===== config.mk =====
export PLATFORM = sky130hd
export DESIGN_NAME = trap_ctrl
export DESIGN_NICKNAME = d
export VERILOG_FILES = /design/src/rtl/trap_ctrl.sv
export SDC_FILE = /design/constraint.sdc
export NUM_CORES = 1
export LEC_CHECK = 0
export ABC_AREA = 1
export BUFFER_PORTS_ARGS = -buffer_cell sky130_fd_sc_hd__buf_2
export CORE_ASPECT_RATIO = 0.8
export CORE_MARGIN = 8
export CORE_UTILIZATION = 35
export CTS_BUF_LIST = sky130_fd_sc_hd__clkbuf_8
export DETAILED_ROUTE_END_ITERATION = 12
export MAX_ROUTING_LAYER = met4
export PLACE_DENSITY = 0.88
export SLEW_MARGIN = 20
export SYNTH_ARGS = -nofsm -noshare
export SYNTH_HDL_FRONTEND = slang
export SYNTH_SLANG_ARGS = --single-unit
export TNS_END_PERCENT = 20

===== constraint.sdc =====
create_clock -name clk -period 1.3 [get_ports clk]
set_input_delay 0.195 -clock clk [delete_from_list [all_inputs] [get_ports clk]]
set_output_delay 0.195 -clock clk [all_outputs]
set_load 0.01 [all_outputs]

===== src/rtl/trap_ctrl.sv =====
// Trap sequencer: on an exception it writes mepc and mcause through the shared
// CSR write port, then redirects to mtvec; on MRET it redirects to mepc.
`ifndef DATA_WIDTH
`define DATA_WIDTH 32
`endif

module trap_ctrl #(
    parameter logic [11:0] MEPC_ADDR   = 12'h341,
    parameter logic [11:0] MCAUSE_ADDR = 12'h342,
    parameter logic [11:0] MTVEC_ADDR  = 12'h305
) (
    input  logic                   clk,
    input  logic                   rst_n,
    input  logic                   exc_valid,
    input  logic                   exc_is_irq,
    input  logic [4:0]             exc_code,
    input  logic [`DATA_WIDTH-1:0] exc_pc,
    input  logic                   mret_valid,
    output logic                   req_ack,
    input  logic                   pipe_csr_en,
    input  logic [11:0]            pipe_csr_addr,
    input  logic [`DATA_WIDTH-1:0] pipe_csr_wdata,
    input  logic [2:0]             pipe_funct3,
    output logic [`DATA_WIDTH-1:0] pipe_csr_rdata,
    output logic                   CSR_en,
    output logic [11:0]            CSR_Addr,
    output logic [`DATA_WIDTH-1:0] CSR_W_Data,
    output logic [2:0]             Funct3,
    input  logic [`DATA_WIDTH-1:0] CSR_R_Data,
    output logic                   stall,
    output logic                   redirect_valid,
    output logic [`DATA_WIDTH-1:0] redirect_pc
);

    localparam int DW = `DATA_WIDTH;

    localparam logic [2:0] S_IDLE     = 3'd0;
    localparam logic [2:0] S_W_MEPC   = 3'd1;
    localparam logic [2:0] S_W_MCAUSE = 3'd2;
    localparam logic [2:0] S_R_MTVEC  = 3'd3;
    localparam logic [2:0] S_R_MEPC   = 3'd4;

    localparam logic [2:0] F3_CSRRW = 3'b001;

    logic [2:0]    state_q, state_d;
    logic [DW-1:0] pc_q, pc_d;
    logic [DW-1:0] cause_q, cause_d;

    always_ff @(posedge clk or negedge rst_n) begin
        if (!rst_n) begin
            state_q <= S_IDLE;
            pc_q    <= '0;
            cause_q <= '0;
        end else begin
            state_q <= state_d;
            pc_q    <= pc_d;
            cause_q <= cause_d;
        end
    end

    always_comb begin
        state_d        = state_q;
        pc_d           = pc_q;
        cause_d        = cause_q;
        req_ack        = 1'b0;
        stall          = 1'b1;
        redirect_valid = 1'b0;
        CSR_en         = 1'b0;
        CSR_Addr       = pipe_csr_addr;
        CSR_W_Data     = '0;
        Funct3         = 3'b000;

        case (state_q)
            S_IDLE: begin
                stall      = 1'b0;
                CSR_en     = pipe_csr_en;
                CSR_W_Data = pipe_csr_wdata;
                Funct3     = pipe_funct3;
                // rst_n gating keeps req_ack low while reset is held, since IDLE is forced then.
                if (rst_n && exc_valid) begin
                    req_ack = 1'b1;
                    CSR_en  = 1'b0;
                    pc_d    = exc_pc;
                    cause_d = {exc_is_irq, {(DW-6){1'b0}}, exc_code};
                    state_d = S_W_MEPC;
                end else if (rst_n && mret_valid) begin
                    req_ack = 1'b1;
                    CSR_en  = 1'b0;
                    state_d = S_R_MEPC;
                end
            end
            S_W_MEPC: begin
                CSR_en     = 1'b1;
                CSR_Addr   = MEPC_ADDR;
                CSR_W_Data = pc_q;
                Funct3     = F3_CSRRW;
                state_d    = S_W_MCAUSE;
            end
            S_W_MCAUSE: begin
                CSR_en     = 1'b1;
                CSR_Addr   = MCAUSE_ADDR;
                CSR_W_Data = cause_q;
                Funct3     = F3_CSRRW;
                state_d    = S_R_MTVEC;
            end
            S_R_MTVEC: begin
                CSR_Addr       = MTVEC_ADDR;
                redirect_valid = 1'b1;
                state_d        = S_IDLE;
            end
            S_R_MEPC: begin
                CSR_Addr       = MEPC_ADDR;
                redirect_valid = 1'b1;
                state_d        = S_IDLE;
            end
            default: begin
                state_d = S_IDLE;
            end
        endcase
    end

    assign pipe_csr_rdata = CSR_R_Data;
    // Targets are word aligned; low bits of mtvec (mode) and mepc are dropped.
    assign redirect_pc    = redirect_valid ? {CSR_R_Data[DW-1:2], 2'b00} : '0;

endmodule


==> results of run 1 <==
-- layer usage --
layer	vias to the layer above	wire, um	GRT usage
li1	1595	-	-
met1	1478	4000	0.204
met2	150	5760	0.384
met3	29	729	0.0440
met4	0	282	0.0575
met5	-	0	-
-- power breakdown --
| group | internal (W) | total, W | switching, W | leakage [nW] |
|---|---|---|---|---|
| Sequential | 0.00188 | 0.00214 | 0.000269 | 0.505 |
| Clock | 0.000569 | 0.00101 | 0.000439 | 0.0595 |
| Combinational | 0.00255 | 0.00591 | 0.00336 | 2.01 |
| Total | 0.00500 | 0.00906 | 0.00407 | 2.57 |
-- logic make-up (layout without fill, tap and decap cells) --
group,count (synthesis),in the layout
other,1,2
buffers and inverters,127,339
AND/OR/NAND/NOR,182,182
flip-flops,41,41
AO/OA/AOI/OAI,56,56
-- flip-flops by register name (all words and copies together) (netlist names) --
name and count:
pc_q 32, cause_q 6, state_q 3
-- synth_stat cells --
cell type,instances
nand2_1,123
buf_2,7
nor2_4,2
buf_6,7
clkbuf_1,2
conb_1,1
o21ai_1,4
inv_1,76
dfrtp_1,41
nand4_1,2
nor2_1,44
nor3b_1,1
nand3_1,9
a21oi_1,2
nand2_4,1
buf_4,34
inv_2,1
o21ai_0,50
-- critical path, stage by stage (launching register included) --
cell and delay, ns:
dfrtp_2 0.45, nor2_4 0.16, nor2_1 0.07, nor2_2 0.11
inv_2 0.11, buf_12 0.18, nor2_4 0.09, buf_6 0.11
-- per-stage QoR --
stage / util / cell area [sq um] / total power (W) / cells
global placement: 0.548 / 4070 / 0.00720 / 714
detailed placement: 0.548 / 4070 / 0.00737 / 714
global route: 0.598 / 4440 / 0.00982 / 725
floorplan: - / 2950 / 0.00510 / 408
finish: 0.598 / 4440 / 0.00906 / 725
CTS: 0.596 / 4430 / 0.00910 / 725
-- repair_timing --
item / CTS / global route
cloned: 2 / 0
pin swaps: 3 / 3
hold buffers: 1 / 0
resized for setup: 71 / 5
endpoints found under the setup margin: 120 / 120
hold endpoints to repair: 6 / 0
-- layout make-up --
| class | count | share of cell area |
|---|---|---|
| clock buffer | 5 | 0.0155 |
| clock inverter | 3 | 0.00958 |
| inverter | 77 | 0.0679 |
| multi-input combinational | 240 | 0.287 |
| sequential | 41 | 0.232 |
| tap | 105 | 0.0296 |
| timing repair buffer | 254 | 0.359 |
-- worst max path at each step --
stage / end / slack, ns / cells after the start
CTS: redirect_pc[30] / -0.44 / 7
finish: redirect_pc[4] / -0.45 / 7
floorplan: redirect_pc[10] / -0.07 / 6
detailed placement: CSR_W_Data[15] / -0.21 / 7
global route: redirect_pc[13] / -0.53 / 7
global placement: redirect_pc[26] / -0.16 / 6
==> impl_metrics.json, run 1 <==
{
  "dr_total_vias": 3252,
  "area.growth.synth_to_final_pct": 64.3,
  "wire_length_of_the_first_global_routing_pass_um": 17000,
  "drt_first_pass_iters": 4,
  "commonest_cells_after_routing_fill_and_taps_aside": "buf_2, nand2_1, inv_1",
  "dp.final_hpwl_um": 8680,
  "rr_startpoint": "state_q[0]",
  "commonest_non_fill_non_tap_cell_in_the_layout": "buf_2",
  "antenna_cells_inserted": 0,
  "synth-adder-area-share": 0,
  "synth_compound_gate_area_share": 0.104,
  "timing.final.crit_period_ns": 1.75,
  "start_util": 0.364,
  "setup_repair_after_global_routing_missed_its_margin": "yes",
  "pre_cts_ws_ns": -0.208,
  "criticalPathCategory": "flop to output pin",
  "synth.top_cells.by_area": "dfrtp_1, nand2_1, inv_1",
  "gpl.final_weighted_congestion": 0.837,
  "run_status": "finished with violations",
  "most_area_hungry_cell_type_in_the_yosys_netlist": "dfrtp_1",
  "die_height_um": 94.6,
  "fmax_mhz": 571,
  "drc_errors": 0,
  "fillers": 666,
  "synth_top_family_by_area": "simple AND/OR/NAND/NOR gates",
  "setup_crit_start_kind": "flop",
  "detailed_route_wire_length_um": 10800,
  "postSynthCellCount": 407,
  "portBuffers": 230,
  "cts_max_level": 2,
  "violated_checks": "negative setup slack",
  "drtIter0Drc": 97,
  "postLayoutSetupSlackWorst_ns": -0.450,
  "cellLeakagePower_nw": 2.57,
  "post_synthesis_simple_gate_area_fraction": 0.269,
  "clk_pin_slew_worst_setup_hold_paths_ns": 0.09,
  "boundaryPins": 237,
  "synth_seq_area_share": 0.380,
  "postCtsSetupRepairBufs": 0,
  "final_setup_violating_endpoints": 119,
  "row_count": 28,
  "detail_route.wl_per_cell_um": 14.8,
  "post_route_cells_drive_above_1_share": 0.503,
  "synth.cell_area_sq_um": 2700,
  "power.ir.vdd_worst_v": 0.000897,
  "worst-endpoint-required_ns": 1.11,
  "synth_cell_type_count": 18,
  "timing_max_transition_violations_final": 0,
  "power_density_nw_per_um2": 2040,
  "grt_antenna_before_repair": 0,
  "fin_nets": 741,
  "critPathLaunch": "state_q[0]",
  "timing.max_cap.violations": 0,
  "setup_tns_ns": -38.45,
  "via_count_of_the_first_global_routing_pass": 3443,
  "drt-vias-per-instance": 4.49,
  "r2r_cells": 7,
  "avgSynthCellArea_sq_um": 6.64,
  "cts_tree": "built",
  "timing.clock.skew_ns": 0.0110,
  "cts_inserted_buffers": 5,
  "hold_viol_final": 0,
  "globalRoute.totalOverflow": 0,
  "synth.ff_latch_count": 41,
  "mux_contribution_to_synthesized_area": 0,
  "synth_warnings": 0,
  "reg2reg_slack_ns": -0.21,
  "critical_path.endpoint_type": "output pin",
  "multiInputGateArea_sq_um": 1270,
  "period_share": 1.35,
  "worst_hold_path_type": "input port to async pin",
  "drt.antenna.violating_nets": 0,
  "floorplan.die_area_sq_um": 10800,
  "clk_root_buffer_cell": "clkbuf_8",
  "post_synth_xor_area_fraction": 0,
  "yosysTopAreaCellShare": 0.380,
  "global_route.usage.total": 0.202,
  "core_area_sq_um": 7430,
  "crit_path_max_fanout": 10,
  "die_w_um": 114,
  "tritoncts_sink_count": 41,
  "timing.rr.end": "pc_q[16]",
  "number_of_buffers_on_the_longest_clock_path": 2,
  "seqCellArea_sq_um": 1030,
  "clock_insertion_delay_worst_skew_ns": 0.29,
  "cp_data_arrival_time_ns": 1.56,
  "grt_start_max_net_pins": 61,
  "hold_slack_ns": 0.0389
}
Power figures use the tool's default switching activity.
==> run 2: changes to the inputs <==
RECOVER_POWER = 25   (was not set)
SLEW_MARGIN = 30   (was 20)
==> run 2 against run 1 <==
Net effect:
- sequential power about the same
- register-to-register slack about the same
- the flow still finishes with violations (negative setup slack)
- largest power group unchanged
- fmax about the same
- clock power about the same
==> impl_metrics.json, run 2 (synthesized netlist as in run 1, its figures left out) <==
{
  "run_status": "finished with violations",
  "violated_checks": "negative setup slack",
  "period_share": 1.35,
  "power_density_nw_per_um2": 2040,
  "globalRoute.totalOverflow": 0,
  "p_sw_w": 0.00407,
  "boundaryPins": 237,
  "largest_register": "pc_q",
  "fmax_mhz": 571,
  "dp.final_hpwl_um": 8680,
  "worstHoldStart": "exc_pc[3]",
  "timing_max_transition_violations_final": 0,
  "clk_pin_slew_worst_setup_hold_paths_ns": 0.09,
  "power.share.clock": 0.111,
  "power.ir.vdd_worst_v": 0.000897,
  "fillers": 666,
  "postCtsSetupRepairBufs": 0,
  "setup_tns_ns": -38.47,
  "whs_path_depth": 3,
  "timing.max_slew.rel_slack": 0.433,
  "grt_start_max_net_pins": 61,
  "top_flop_regs": "pc_q x32, cause_q x6, state_q x3",
  "timing.max_cap.violations": 0,
  "cellLeakagePower_nw": 2.57,
  "worstHoldEndpoint": "pc_q[3]",
  "hold_viol_final": 0,
  "setup_crit_start_kind": "flop",
  "timing.final.crit_period_ns": 1.75,
  "dr_total_vias": 3245,
  "cts_max_level": 2,
  "power.switching_fraction": 0.449,
  "tritoncts_sink_count": 41,
  "reg2reg_slack_ns": -0.21,
  "pre_cts_ws_ns": -0.208,
  "grt_antenna_before_repair": 0,
  "post_route_cells_drive_above_1_share": 0.502,
  "clk_root_buffer_cell": "clkbuf_8",
  "portBuffers": 230,
  "drt_first_pass_iters": 4,
  "drc_errors": 0,
  "criticalPathCategory": "flop to output pin",
  "die_w_um": 114,
  "detail_route.wl_per_cell_um": 14.8,
  "clock_insertion_delay_worst_skew_ns": 0.29,
  "via_count_of_the_first_global_routing_pass": 3443,
  "setup_repair_after_global_routing_missed_its_margin": "yes",
  "r2r_cells": 7,
  "start_util": 0.364,
  "cts_inserted_buffers": 5,
  "die_height_um": 94.6,
  "commonest_non_fill_non_tap_cell_in_the_layout": "buf_2",
  "critical_path.endpoint_type": "output pin",
  "wire_length_of_the_first_global_routing_pass_um": 17000,
  "timing.clock.skew_ns": 0.0112,
  "cp_data_arrival_time_ns": 1.56,
  "detailed_route_wire_length_um": 10800,
  "rr_startpoint": "state_q[0]",
  "place_area_sq_um": 4070,
  "largest_register_ffs": 32,
  "final_setup_violating_endpoints": 119,
  "gpl.final_weighted_congestion": 0.837,
  "cts_tree": "built",
  "multiInputGateArea_sq_um": 1270,
  "row_count": 28,
  "seqCellArea_sq_um": 1030,
  "final_cell_area_sq_um": 4440,
  "combPwrFrac": 0.652,
  "area.growth.synth_to_final_pct": 64.2,
  "tightest_slew_ns": 0.850,
  "antenna_cells_inserted": 0,
  "global_route.usage.total": 0.202,
  "drtIter0Drc": 97,
  "number_of_buffers_on_the_longest_clock_path": 2,
  "commonest_cells_after_routing_fill_and_taps_aside": "buf_2, nand2_1, inv_1",
  "timing.rr.end": "pc_q[16]",
  "core_area_sq_um": 7430,
  "fin_nets": 741,
  "worst-endpoint-required_ns": 1.11,
  "intPower_w": 0.00499,
  "worst_hold_path_type": "input port to flop",
  "share_seq_of_total_power": 0.237,
  "finish.utilization": 0.597,
  "crit_path_max_fanout": 10,
  "floorplan.die_area_sq_um": 10800,
  "postLayoutSetupSlackWorst_ns": -0.451,
  "drt.antenna.violating_nets": 0,
  "drt-vias-per-instance": 4.48
}
-- run 2: cell count changes in the layout (fill, tap and decap cells not counted), sizes merged --
cell	before	now
buf	253	251
clkbuf	5	7
-- run 2: routing by layer --
metal | track usage | vias to the layer above | routed length [um] | part of all wire
li1 | - | 1595 | - | -
met1 | 0.204 | 1477 | 4000 | 0.37
met2 | 0.384 | 146 | 5780 | 0.54
met3 | 0.0440 | 27 | 728 | 0.068
met4 | 0.0575 | 0 | 262 | 0.024
met5 | - | - | 0 | 0
-- run 2: how the worst max path moves through the flow --
stage / from / endpoint / slack, ns
floorplan: state_q[0] / redirect_pc[10] / -0.07
global placement: state_q[0] / redirect_pc[26] / -0.16
detailed placement: state_q[0] / CSR_W_Data[15] / -0.21
CTS: state_q[1] / redirect_pc[30] / -0.44
global route: state_q[2] / redirect_pc[13] / -0.53
finish: state_q[0] / redirect_pc[4] / -0.45
-- run 2: metrics by stage --
stage	hold WS, ns	power, W	cells
finish	0.0989	0.00906	725
global route	0.0968	0.00982	725
CTS	0.0433	0.00910	725
detailed placement	0.204	0.00737	714
global placement	0.194	0.00720	714
floorplan	-0.101	0.00510	408
-- run 2: final cells by class --
class | instances | area share
inverter | 77 | 0.0680
sequential | 41 | 0.232
multi-input combinational | 240 | 0.287
tap | 105 | 0.0296
clock inverter | 3 | 0.00959
timing repair buffer | 254 | 0.359
clock buffer | 5 | 0.0155
-- run 2: critical path, stage by stage, from the launching register on --
cell and delay [ns]:
dfrtp_2 0.45, nor2_4 0.16, nor2_1 0.07, nor2_2 0.11
inv_2 0.11, buf_12 0.18, nor2_4 0.09, buf_6 0.11
-- run 2: power groups by stage --
stage | clock network, W | logic (W) | registers [W]
after global placement | 0 | 0.00509 | 0.00211
final | 0.00101 | 0.00591 | 0.00214
after CTS | 0.00104 | 0.00592 | 0.00214
after floorplan | 0 | 0.00302 | 0.00208
after detailed placement | 0 | 0.00523 | 0.00214
after global routing | 0.00110 | 0.00651 | 0.00221
-- run 2: what timing repair did --
action / 4_1_cts / 5_1_grt
setup endpoints to repair: 120 / 120
pin swaps: 3 / 3
cloned: 2 / 0
hold buffers: 1 / 0
resized for setup: 71 / 5
hold endpoints to repair: 6 / 0
==> run 3: changes to the inputs <==
ABC_AREA = 0   (was 1)
CAP_MARGIN = 20   (was not set)
PLACE_DENSITY = 0.89   (was 0.88)
==> run 3 against run 2 <==
Net effect:
- the run still ends with negative setup slack left
- non-clock buffer count rose by 10
- sequential share of layout area fell by 0.15 points
- design area up 0.76%
- sequential cell count unchanged
- synthesized area decreased by 2.0%
- register-to-register slack worse by 0.29 ns
- critical endpoint is now redirect_pc[26]
- clock skew fell by 0.0057 ns
- routed wire length decreased by 2.4%
- critical path depth decreased by 2
- highest routed layer unchanged
- first-iteration DRC count increased by 23%
- core utilization grew 1.0 points
- clock-buffer cell count is 1 higher
==> impl_metrics.json, run 3 <==
{
  "run_status": "finished with violations",
  "violated_checks": "negative setup slack",
  "cp_data_arrival_time_ns": 1.60,
  "cts_tree": "built",
  "commonest_non_fill_non_tap_cell_in_the_layout": "buf_2",
  "yosysTopAreaCellShare": 0.388,
  "final_setup_violating_endpoints": 120,
  "largest_register_ffs": 32,
  "drt_first_pass_iters": 4,
  "critical_path.endpoint_type": "output pin",
  "floorplan.die_area_sq_um": 10600,
  "postLayoutSetupSlackWorst_ns": -0.499,
  "grt_start_max_net_pins": 30,
  "rr_startpoint": "state_q[1]",
  "synth.ff_latch_count": 41,
  "via_count_of_the_first_global_routing_pass": 3013,
  "critical_path.most_common_cell": "buf_6",
  "antenna_cells_inserted": 0,
  "synth_cell_type_count": 31,
  "critPathLaunch": "state_q[0]",
  "power_density_nw_per_um2": 2230,
  "timing.critical_path.slowest_cell_delay_ns": 0.46,
  "synth-main-ff-cell": "dfrtp_1",
  "combPwrFrac": 0.659,
  "drc_errors": 0,
  "timing.final.crit_period_ns": 1.80,
  "avgSynthCellArea_sq_um": 10.4,
  "synth_warnings": 0,
  "power.ir.vdd_worst_v": 0.00125,
  "worst_hold_path_type": "input port to flop",
  "commonest_cells_after_routing_fill_and_taps_aside": "buf_2, buf_6, dfrtp_1",
  "clk_pin_slew_worst_setup_hold_paths_ns": 0.08,
  "crit_path_top_delay_cell": "dfrtp_2",
  "largest_register": "pc_q",
  "dr_total_vias": 2799,
  "hold_slack_ns": 0.0883,
  "p_sw_w": 0.00371,
  "synthMostInstantiatedCell": "dfrtp_1",
  "portBuffers": 230,
  "detail_route.wl_per_cell_um": 18.6,
  "power.switching_fraction": 0.373,
  "drt.antenna.violating_nets": 0,
  "synth_seq_area_share": 0.388,
  "setup_crit_start_kind": "flop",
  "grt_antenna_before_repair": 0,
  "clk_root_buffer_cell": "clkbuf_8",
  "report.power.total_w": 0.00994,
  "core_area_sq_um": 7360,
  "synth.cell_area_sq_um": 2650,
  "area.growth.synth_to_final_pct": 68.9,
  "finish.utilization": 0.607,
  "synth.top_cells.by_area": "dfrtp_1, mux2_2, buf_4",
  "post_route_cells_drive_above_1_share": 0.721,
  "dp.final_hpwl_um": 7860,
  "die_w_um": 113,
  "hold_viol_final": 0,
  "intPower_w": 0.00624,
  "cellLeakagePower_nw": 2.33,
  "setup_repair_after_global_routing_missed_its_margin": "yes",
  "crit_path_max_fanout": 8,
  "detailed_route_wire_length_um": 10500,
  "criticalPathCategory": "flop to output pin",
  "netlist_top_cells_count": "dfrtp_1, buf_4, and2_1",
  "share_seq_of_total_power": 0.236,
  "row_count": 28,
  "cts_max_level": 2,
  "synth-async-reset-ratio": 1.00,
  "period_share": 1.38,
  "globalRoute.totalOverflow": 0,
  "drt-vias-per-instance": 4.95,
  "global_route.usage.total": 0.180,
  "cts_inserted_buffers": 5,
  "gpl.final_weighted_congestion": 0.848,
  "boundaryPins": 237,
  "worstHoldStart": "exc_valid",
  "wire_length_of_the_first_global_routing_pass_um": 15200,
  "start_util": 0.360,
  "timing_max_transition_violations_final": 0,
  "top_flop_regs": "pc_q x32, cause_q x6, state_q x3",
  "cp_cell_sequence": "nand2b_4, mux2i_4, buf_6, and2_4, buf_6",
  "postSynthCellCount": 254,
  "worst-endpoint-required_ns": 1.11,
  "die_height_um": 93.8,
  "count_of_flip_flops_with_a_built_in_enable_after_synthesis": 0,
  "fmax_mhz": 556,
  "fin_nets": 597,
  "clock_insertion_delay_worst_skew_ns": 0.29,
  "timing.clock.skew_ns": 0.00551,
  "power.share.clock": 0.105,
  "drtIter0Drc": 119,
  "number_of_buffers_on_the_longest_clock_path": 2,
  "tritoncts_sink_count": 41,
  "most_area_hungry_cell_type_in_the_yosys_netlist": "dfrtp_1",
  "timing.max_cap.violations": 0
}
-- run 3: changes by cell type after synthesis, sizes merged, moves of 9 or more --
cell   before  now
o21ai      54    4
a22o        0   26
nand3       9    0
inv        77    3
nand2     124    7
and2        0   32
nor2       46    5
mux2        0   38
-- run 3: kinds of logic after synthesis --
group,count (synthesis),synth area share
and+or+nand+nor,66,0.148
buffers and inverters,54,0.139
AOI/OAI and AO/OA,46,0.132
muxes,45,0.188
DFF,41,0.388
xor gates and xnor gates,1,0.00331
other,1,0.00142
-- run 3: power groups by stage --
stage          logic (W)  clock network [W]  registers (W)
3_3_place_gp     0.00493                  0        0.00228
3_5_place_dp     0.00507                  0        0.00233
4_1_cts          0.00582            0.00107        0.00231
6_report         0.00655            0.00105        0.00235
5_1_grt          0.00706            0.00114        0.00243
2_1_floorplan    0.00311                  0        0.00217
-- run 3: layout make-up --
type	instances	area (sq um)
Tap cell	90	113
Clock buffer	6	82.6
Clock inverter	2	33.8
Multi-Input combinational cell	160	1480
Timing Repair Buffer	264	1720
Fill cell	622	2890
Sequential cell	41	1030
Inverter	3	16.3
-- run 3: per-stage QoR --
stage / std cells / TNS, ns / instance area, sq um / worst slack [ns]
after floorplan: 255 / -19.14 / 2660 / -0.298
after global placement: 549 / -22.24 / 3800 / -0.249
after detailed placement: 549 / -26.53 / 3800 / -0.294
after CTS: 563 / -54.07 / 4190 / -0.509
after global routing: 566 / -64.20 / 4470 / -0.594
final: 566 / -54.72 / 4470 / -0.499
-- run 3: metal layers --
metal  GRT usage  share of wire  up-vias
met3      0.0546          0.076       12
met5           -              0        -
met2       0.338           0.55      125
li1            -              -     1285
met1       0.183           0.37     1377
met4      0.0387          0.011        0
-- run 3: path summary, 6_finish.rpt --
| check | slack [ns] | cells past startpoint | endpoint |
|---|---|---|---|
| setup / recovery | -0.50 | 5 | redirect_pc[26] |
| max in group asynchronous | 0.51 | 3 | state_q[0] |
| min in group asynchronous | 0.47 | 3 | pc_q[22] |
| hold / removal | 0.09 | 2 | state_q[2] |
| hold reg to reg | 0.50 | 1 | pc_q[1] |
| setup reg to reg | -0.50 | 6 | cause_q[4] |
-- run 3: critical path: cells and delay by family (launching register included) --
kind                   cells  cell delay (ns)
flip-flops                 1             0.46
AND/OR/NAND/NOR            2             0.32
buffers and inverters      2             0.28
multiplexers               1             0.26
-- run 3: what timing repair did --
item,4_1_cts,5_1_grt
gates resized for setup,60,70
setup endpoints to repair,120,121
gates cloned,2,2
hold buffers,1,0
endpoints found under the hold margin,41,0
pin swaps,19,22
setup buffers,4,1
